===== src/rtl/fft_pkg.sv =====
// Shared types and constants for the fft frame sequencer.
package fft_pkg;

    localparam int FRAME_CNT_W = 16;

    typedef enum logic [2:0] {
        IDLE    = 3'd0,
        LOAD    = 3'd1,
        COMPUTE = 3'd2,
        START   = 3'd3,
        DRAIN   = 3'd4
    } seq_state_t;

    // Address width for an N-point frame; never narrower than one bit.
    function automatic int addr_w(input int n);
        return (n > 1) ? $clog2(n) : 1;
    endfunction

endpackage


===== src/rtl/sample_decimator.sv =====
// Passes one of every DECIM valid ADC samples; the count restarts whenever clear is high.
module sample_decimator #(
    parameter int DECIM = 1
) (
    input  logic clk,
    input  logic rst_n,
    input  logic clear,
    input  logic sample_valid,
    output logic accept
);

    localparam int CW = (DECIM > 1) ? $clog2(DECIM) : 1;
    localparam logic [CW-1:0] LAST = CW'(DECIM - 1);

    logic [CW-1:0] cnt;

    assign accept = !clear && sample_valid && (cnt == LAST);

    always_ff @(posedge clk or negedge rst_n) begin
        if (!rst_n) begin
            cnt <= '0;
        end else if (clear) begin
            cnt <= '0;
        end else if (sample_valid) begin
            cnt <= (cnt == LAST) ? '0 : cnt + 1'b1;
        end
    end

endmodule


===== src/rtl/fft_frame_sequencer.sv =====
// Loads decimated ADC frames into the fft core, waits for the spectrum and hands it to the SPI dump.
//
// state   | meaning
// IDLE    | stopped, waiting for enable
// LOAD    | writing accepted samples to addr 0..N-1
// COMPUTE | waiting for fft_finish, bounded by TIMEOUT
// START   | waiting for the SPI link to be free, then pulse start_spi
// DRAIN   | waiting for the SPI dump to finish
module fft_frame_sequencer
    import fft_pkg::*;
#(
    parameter int N       = 32,
    parameter int MSB     = 16,
    parameter int DECIM   = 1,
    parameter int TIMEOUT = 4096
) (
    input  logic                   clk,
    input  logic                   rst_n,
    input  logic                   enable,
    input  logic                   sample_valid,
    input  logic [MSB-1:0]         sample_in,
    input  logic                   fft_finish,
    input  logic                   spi_busy,
    output logic                   insert_data,
    output logic [MSB-1:0]         data_out,
    output logic [$clog2(N)-1:0]   addr,
    output logic                   start_spi,
    output logic                   busy,
    output logic [FRAME_CNT_W-1:0] frame_count,
    output logic                   timeout_err
);

    localparam int AW = addr_w(N);
    localparam int TW = (TIMEOUT > 2) ? $clog2(TIMEOUT) : 1;

    seq_state_t state, state_nxt;
    logic [AW-1:0]          idx, idx_nxt;
    logic [TW-1:0]          tmr, tmr_nxt;
    logic                   risen, risen_nxt;
    logic                   ins_nxt, start_nxt, terr_nxt;
    logic [MSB-1:0]         data_nxt;
    logic [AW-1:0]          addr_nxt;
    logic [FRAME_CNT_W-1:0] fc_nxt;
    logic                   accept;

    sample_decimator #(.DECIM(DECIM)) u_decim (
        .clk          (clk),
        .rst_n        (rst_n),
        .clear        (!(state == LOAD && enable)),
        .sample_valid (sample_valid),
        .accept       (accept)
    );

    always_comb begin
        state_nxt = state;
        idx_nxt   = idx;
        tmr_nxt   = tmr;
        risen_nxt = risen;
        ins_nxt   = 1'b0;
        data_nxt  = data_out;
        addr_nxt  = addr;
        start_nxt = 1'b0;
        fc_nxt    = frame_count;
        terr_nxt  = timeout_err;
        case (state)
            IDLE: begin
                idx_nxt = '0;
                if (enable) state_nxt = LOAD;
            end
            LOAD: begin
                if (!enable) begin
                    state_nxt = IDLE;
                    idx_nxt   = '0;
                end else if (accept) begin
                    ins_nxt  = 1'b1;
                    data_nxt = sample_in;
                    addr_nxt = idx;
                    idx_nxt  = idx + 1'b1;
                    if (idx == AW'(N - 1)) begin
                        state_nxt = COMPUTE;
                        tmr_nxt   = TW'(TIMEOUT - 1);
                    end
                end
            end
            COMPUTE: begin
                // A finish pulse coinciding with the last write belongs to no frame.
                if (fft_finish && !insert_data) begin
                    state_nxt = START;
                end else if (tmr == '0) begin
                    terr_nxt  = 1'b1;
                    state_nxt = IDLE;
                end else begin
                    tmr_nxt = tmr - 1'b1;
                end
            end
            START: begin
                if (!spi_busy) begin
                    start_nxt = 1'b1;
                    state_nxt = DRAIN;
                    tmr_nxt   = TW'(1);
                    risen_nxt = 1'b0;
                end
            end
            DRAIN: begin
                // Two-cycle window for spi_busy to rise; a dump that never starts still counts.
                if (spi_busy) begin
                    risen_nxt = 1'b1;
                end else if (risen || tmr == '0) begin
                    fc_nxt    = frame_count + 1'b1;
                    state_nxt = enable ? LOAD : IDLE;
                end else begin
                    tmr_nxt = tmr - 1'b1;
                end
            end
            default: state_nxt = IDLE;
        endcase
    end

    always_ff @(posedge clk or negedge rst_n) begin
        if (!rst_n) begin
            state       <= IDLE;
            idx         <= '0;
            tmr         <= '0;
            risen       <= 1'b0;
            insert_data <= 1'b0;
            data_out    <= '0;
            addr        <= '0;
            start_spi   <= 1'b0;
            busy        <= 1'b0;
            frame_count <= '0;
            timeout_err <= 1'b0;
        end else begin
            state       <= state_nxt;
            idx         <= idx_nxt;
            tmr         <= tmr_nxt;
            risen       <= risen_nxt;
            insert_data <= ins_nxt;
            data_out    <= data_nxt;
            addr        <= addr_nxt;
            start_spi   <= start_nxt;
            busy        <= (state_nxt != IDLE);
            frame_count <= fc_nxt;
            timeout_err <= terr_nxt;
        end
    end

endmodule

===== config.mk =====
export PLATFORM = sky130hd
export DESIGN_NAME = fft_frame_sequencer
export DESIGN_NICKNAME = d
export VERILOG_FILES = /design/src/rtl/fft_pkg.sv /design/src/rtl/sample_decimator.sv /design/src/rtl/fft_frame_sequencer.sv
export SDC_FILE = /design/constraint.sdc
export NUM_CORES = 1
export LEC_CHECK = 0
export CAP_MARGIN = 20
export CORE_ASPECT_RATIO = 1.1
export CORE_UTILIZATION = 48
export CTS_BUF_LIST = sky130_fd_sc_hd__clkbuf_4
export DETAILED_ROUTE_END_ITERATION = 8
export PLACE_DENSITY = 0.85
export SETUP_SLACK_MARGIN = 0.2
export SYNTH_ARGS = -nofsm -noshare
export SYNTH_HDL_FRONTEND = slang
export SYNTH_SLANG_ARGS = --single-unit

===== constraint.sdc =====
create_clock -name clk -period 1.9 [get_ports clk]
set_input_delay 0.38 -clock clk [delete_from_list [all_inputs] [get_ports clk]]
set_output_delay 0.38 -clock clk [all_outputs]
set_load 0.02 [all_outputs]

==> impl_metrics.json <==
{
  "floorplan.core_area_sq_um": 5910,
  "hold_path_class": "flop to flop",
  "antenna_found_initial": 0,
  "n_antenna_cell": 0,
  "r2r_start": "tmr[1]$_DFFE_PN0P_",
  "synth.net_count": 343,
  "critPathCaptureType": "flop",
  "worst_setup_sp_type": "flop",
  "timing_hold_violations_final": 0,
  "first_global_vias": 2743,
  "post_synth_fa_ha_maj_area_fraction": 0.0207,
  "layout_cell_share_with_drive_strength_beyond_1": 0.281,
  "cts_root_buffer": "sky130_fd_sc_hd__clkbuf_4",
  "totalNegativeSetupSlack_ps": -160,
  "finalClockSkew_ps": 14.1,
  "yosys.area_share.simple": 0.261,
  "wire_per_inst_microns": 16.1,
  "tritoncts_num_sinks": 62,
  "post-dp-hpwl_mm": 4.86,
  "cts_buf_count": 9,
  "setup_viol_count_final": 5,
  "post_synth_mux_area_share": 0,
  "initialDrtViolationCount": 170,
  "cellLeakagePower_uw": 0.00216,
  "cp_slowest_stage_delay_ps": 410,
  "synth_cell_type_count": 48,
  "pwr_density_cell_nw_per_um2": 1060,
  "syn_to_final_growth_pct": 46.8,
  "placed_instance_count": 469,
  "crit_path_cell_trace": "buf_4, buf_4, buf_4, nor4_1, nand3_1, nor3_1, o211ai_1, o2bb2ai_1",
  "period_needed_ps": 2020,
  "drt_first_pass_iters": 4,
  "synth_compound_gate_area_share": 0.130,
  "crit_type": "flop to flop",
  "reg2reg_setup_slack_ps": -120,
  "tritoncts": "done",
  "grt_use_total": 0.245,
  "syn_inst": 316,
  "yosys_most_used_dff": "sky130_fd_sc_hd__dfrtp_1",
  "die_height_microns": 85.3,
  "yosys.area_share.xor_xnor": 0.0463,
  "num-nets-final": 446,
  "ctsHtreeMaxLevel": 3,
  "power_uw": 4710,
  "violations": "negative setup slack",
  "synth-seq-cells": 62,
  "io_pins": 63,
  "critical-path-slowest-cell": "sky130_fd_sc_hd__dfrtp_1",
  "area_of_the_mapped_netlist_sq_um": 3030,
  "portBuffers": 62,
  "max_cap_viol_count": 0,
  "clock_latency_ps": 400,
  "worst_r2r_endpoint": "tmr[11]$_DFFE_PN0P_",
  "cp_max_fo": 3,
  "timing.final.crit_share": 1.06,
  "grt_overflow": 0,
  "number_of_cell_instances_on_the_worst_register_to_register_path": 8,
  "sum_of_routed_wire_length_over_all_layers_mm": 8.07,
  "clkSlewWorstSetupHoldPaths_ps": 110,
  "critical_path_arrival_ps": 2300,
  "cp-startpoint": "tmr[1]$_DFFE_PN0P_",
  "synthesis.yosys.warnings": 0,
  "postLayoutSetupSlackWorst_ps": -120,
  "drt-vias-per-instance": 5.69,
  "max-clock-path-buffers": 2,
  "layoutNonFillerInstCount": 500,
  "grt_setup_unrepaired": "yes",
  "max_freq_mhz": 495,
  "asyncSetResetFlopFracSynth": 1.00,
  "grt_pass1_wl_mm": 12.6,
  "ant_nets": 0,
  "initial_utilization": 0.512,
  "dp_slack_ps": -104,
  "synth_top_family_by_area": "simple AND/OR/NAND/NOR gates",
  "detailroute.via_count": 2847,
  "detail_route.drc_violations": 0,
  "timing.hold.worst.start": "data_out[7]$_DFFE_PN0P_",
  "synth_enable_flop_cells": 0,
  "max_slew.worst_pin.slew_ps": 477,
  "ys_seq_area_frac": 0.512,
  "critical_path.most_common_cell": "sky130_fd_sc_hd__buf_4",
  "outcome": "finished, violations left",
  "gpl.final_weighted_congestion": 0.889,
  "irDropWorstVdd_mv": 0.848,
  "avgSynthCellArea_sq_um": 9.58,
  "timing_max_transition_violations_final": 0,
  "row_count": 29,
  "setup.worst_path.end": "tmr[11]$_DFFE_PN0P_",
  "crit_required_ps": 2180,
  "design.die.area_sq_um": 6630,
  "maximum_number_of_pins_on_one_net_before_global_route_repair": 63,
  "die_x_microns": 77.7,
  "slew-limit-headroom": 0.679
}
## state kept, by name (all words and copies together), names as in the netlist
register	count
start_spi	1
busy	1
risen	1
idx	5
addr	5
timeout_err	1
data_out	16
tmr	12
insert_data	1
state	3
frame_count	16
## critical path, delay by kind of cell (launching register included)
| kind | cells | cell delay [ps] |
|---|---|---|
| DFF | 1 | 410 |
| and+or+nand+nor | 3 | 820 |
| buffers and inverters | 3 | 400 |
| AOI/OAI and AO/OA | 2 | 270 |
## cell usage after synthesis (3+ instances only)
library cell | instances | area (sq um)
sky130_fd_sc_hd__ha_1 | 5 | 62.6
sky130_fd_sc_hd__nand3_1 | 10 | 50.1
sky130_fd_sc_hd__nand4_1 | 7 | 43.8
sky130_fd_sc_hd__nor4_4 | 3 | 63.8
sky130_fd_sc_hd__xor2_1 | 7 | 61.3
sky130_fd_sc_hd__clkbuf_1 | 6 | 22.5
sky130_fd_sc_hd__and3_1 | 3 | 18.8
sky130_fd_sc_hd__inv_1 | 6 | 22.5
sky130_fd_sc_hd__a31oi_1 | 8 | 50.1
sky130_fd_sc_hd__buf_2 | 6 | 30.0
sky130_fd_sc_hd__xnor2_1 | 9 | 78.8
sky130_fd_sc_hd__a21oi_1 | 15 | 75.1
sky130_fd_sc_hd__o211ai_1 | 3 | 22.5
sky130_fd_sc_hd__o2bb2ai_1 | 3 | 26.3
sky130_fd_sc_hd__dfrtp_1 | 62 | 1550
sky130_fd_sc_hd__o21ai_0 | 8 | 40.0
sky130_fd_sc_hd__nand2_1 | 87 | 327
sky130_fd_sc_hd__nor2_1 | 16 | 60.1
sky130_fd_sc_hd__a311oi_1 | 4 | 35.0
sky130_fd_sc_hd__nor3_1 | 7 | 35.0
sky130_fd_sc_hd__a31o_2 | 3 | 26.3
sky130_fd_sc_hd__o31ai_1 | 5 | 37.5
## final cells by class
type                            instances  area [sq um]
Fill cell                             409          1470
Tap cell                               77          96.3
Multi-Input combinational cell        235          1690
Timing Repair Buffer                  104           958
Clock inverter                          6          53.8
Inverter                                7          26.3
Clock buffer                            9          67.6
Sequential cell                        62          1560
## metrics by stage
stage	cell area [sq um]	hold slack, ps	util
after floorplan	3090	84.4	-
after global placement	3970	413	0.672
after detailed placement	3970	416	0.672
after CTS	4230	470	0.715
after global routing	4450	480	0.752
final	4450	476	0.752
## routing by layer
| layer | up-vias | GRT usage | share of wire |
|---|---|---|---|
| met1 | 1381 | 0.301 | 0.41 |
| li1 | 1321 | - | - |
| met5 | - | 0 | 0 |
| met3 | 33 | 0.0624 | 0.052 |
| met4 | 0 | 0.106 | 0.029 |
| met2 | 112 | 0.408 | 0.51 |
## logic make-up after synthesis
| group | Yosys count |
|---|---|
| AO/OA/AOI/OAI | 58 |
| XOR/XNOR | 16 |
| adder cells (fa/ha/maj) | 5 |
| buffers and inverters | 20 |
| flip-flops | 62 |
| AND/OR/NAND/NOR | 155 |
## how the worst min path moves through the flow
stage | cells past startpoint | slack (ps) | to
2_1_floorplan | 0 | 80 | addr[0]$_DFFE_PN0P_
6_report | 2 | 480 | data_out[7]$_DFFE_PN0P_
3_3_place_gp | 2 | 410 | frame_count[7]$_DFFE_PN0P_
4_1_cts | 3 | 470 | data_out[6]$_DFFE_PN0P_
5_1_grt | 3 | 480 | data_out[10]$_DFFE_PN0P_
3_5_place_dp | 2 | 420 | frame_count[7]$_DFFE_PN0P_
## what timing repair did
| action | 4_1_cts | 5_1_grt |
|---|---|---|
| gates cloned | 1 | 2 |
| hold buffers | 1 | 0 |
| endpoints found under the hold margin | 62 | 0 |
| setup endpoints to repair | 71 | 56 |
| pin swaps | 9 | 15 |
| resized for setup | 62 | 33 |
| setup buffers | 8 | 4 |
## cell usage in the layout, fill, tap and decap left out, drive strengths merged, types with 2 or more instances in the layout
cell type / count
clkdlybuf4s50: 20
nor3b: 2
o211ai: 3
nor2: 16
a31oi: 9
nor2b: 2
a22o: 2
xnor2: 9
clkinv: 4
and3: 5
and2: 2
o21ai: 8
nor3: 9
clkbuf: 10
nand4: 7
nand3: 10
dfrtp: 62
nand3b: 2
a21oi: 15
inv: 7
a21o: 3
buf: 41
a311oi: 4
ha: 5
o31ai: 5
or3: 2
nand2: 87
or2: 2
nor4: 4
xor2: 7
dlygate4sd2: 41
a31o: 3
o2bb2ai: 3
## power breakdown
| group | total (uW) | internal, uW | leakage (uW) | switching [uW] |
|---|---|---|---|---|
| clock | 855 | 379 | 0.0000643 | 476 |
| sequential | 2010 | 1640 | 0.000777 | 369 |
| combinational | 1840 | 820 | 0.00131 | 1020 |
Power figures use the tool's default switching activity.
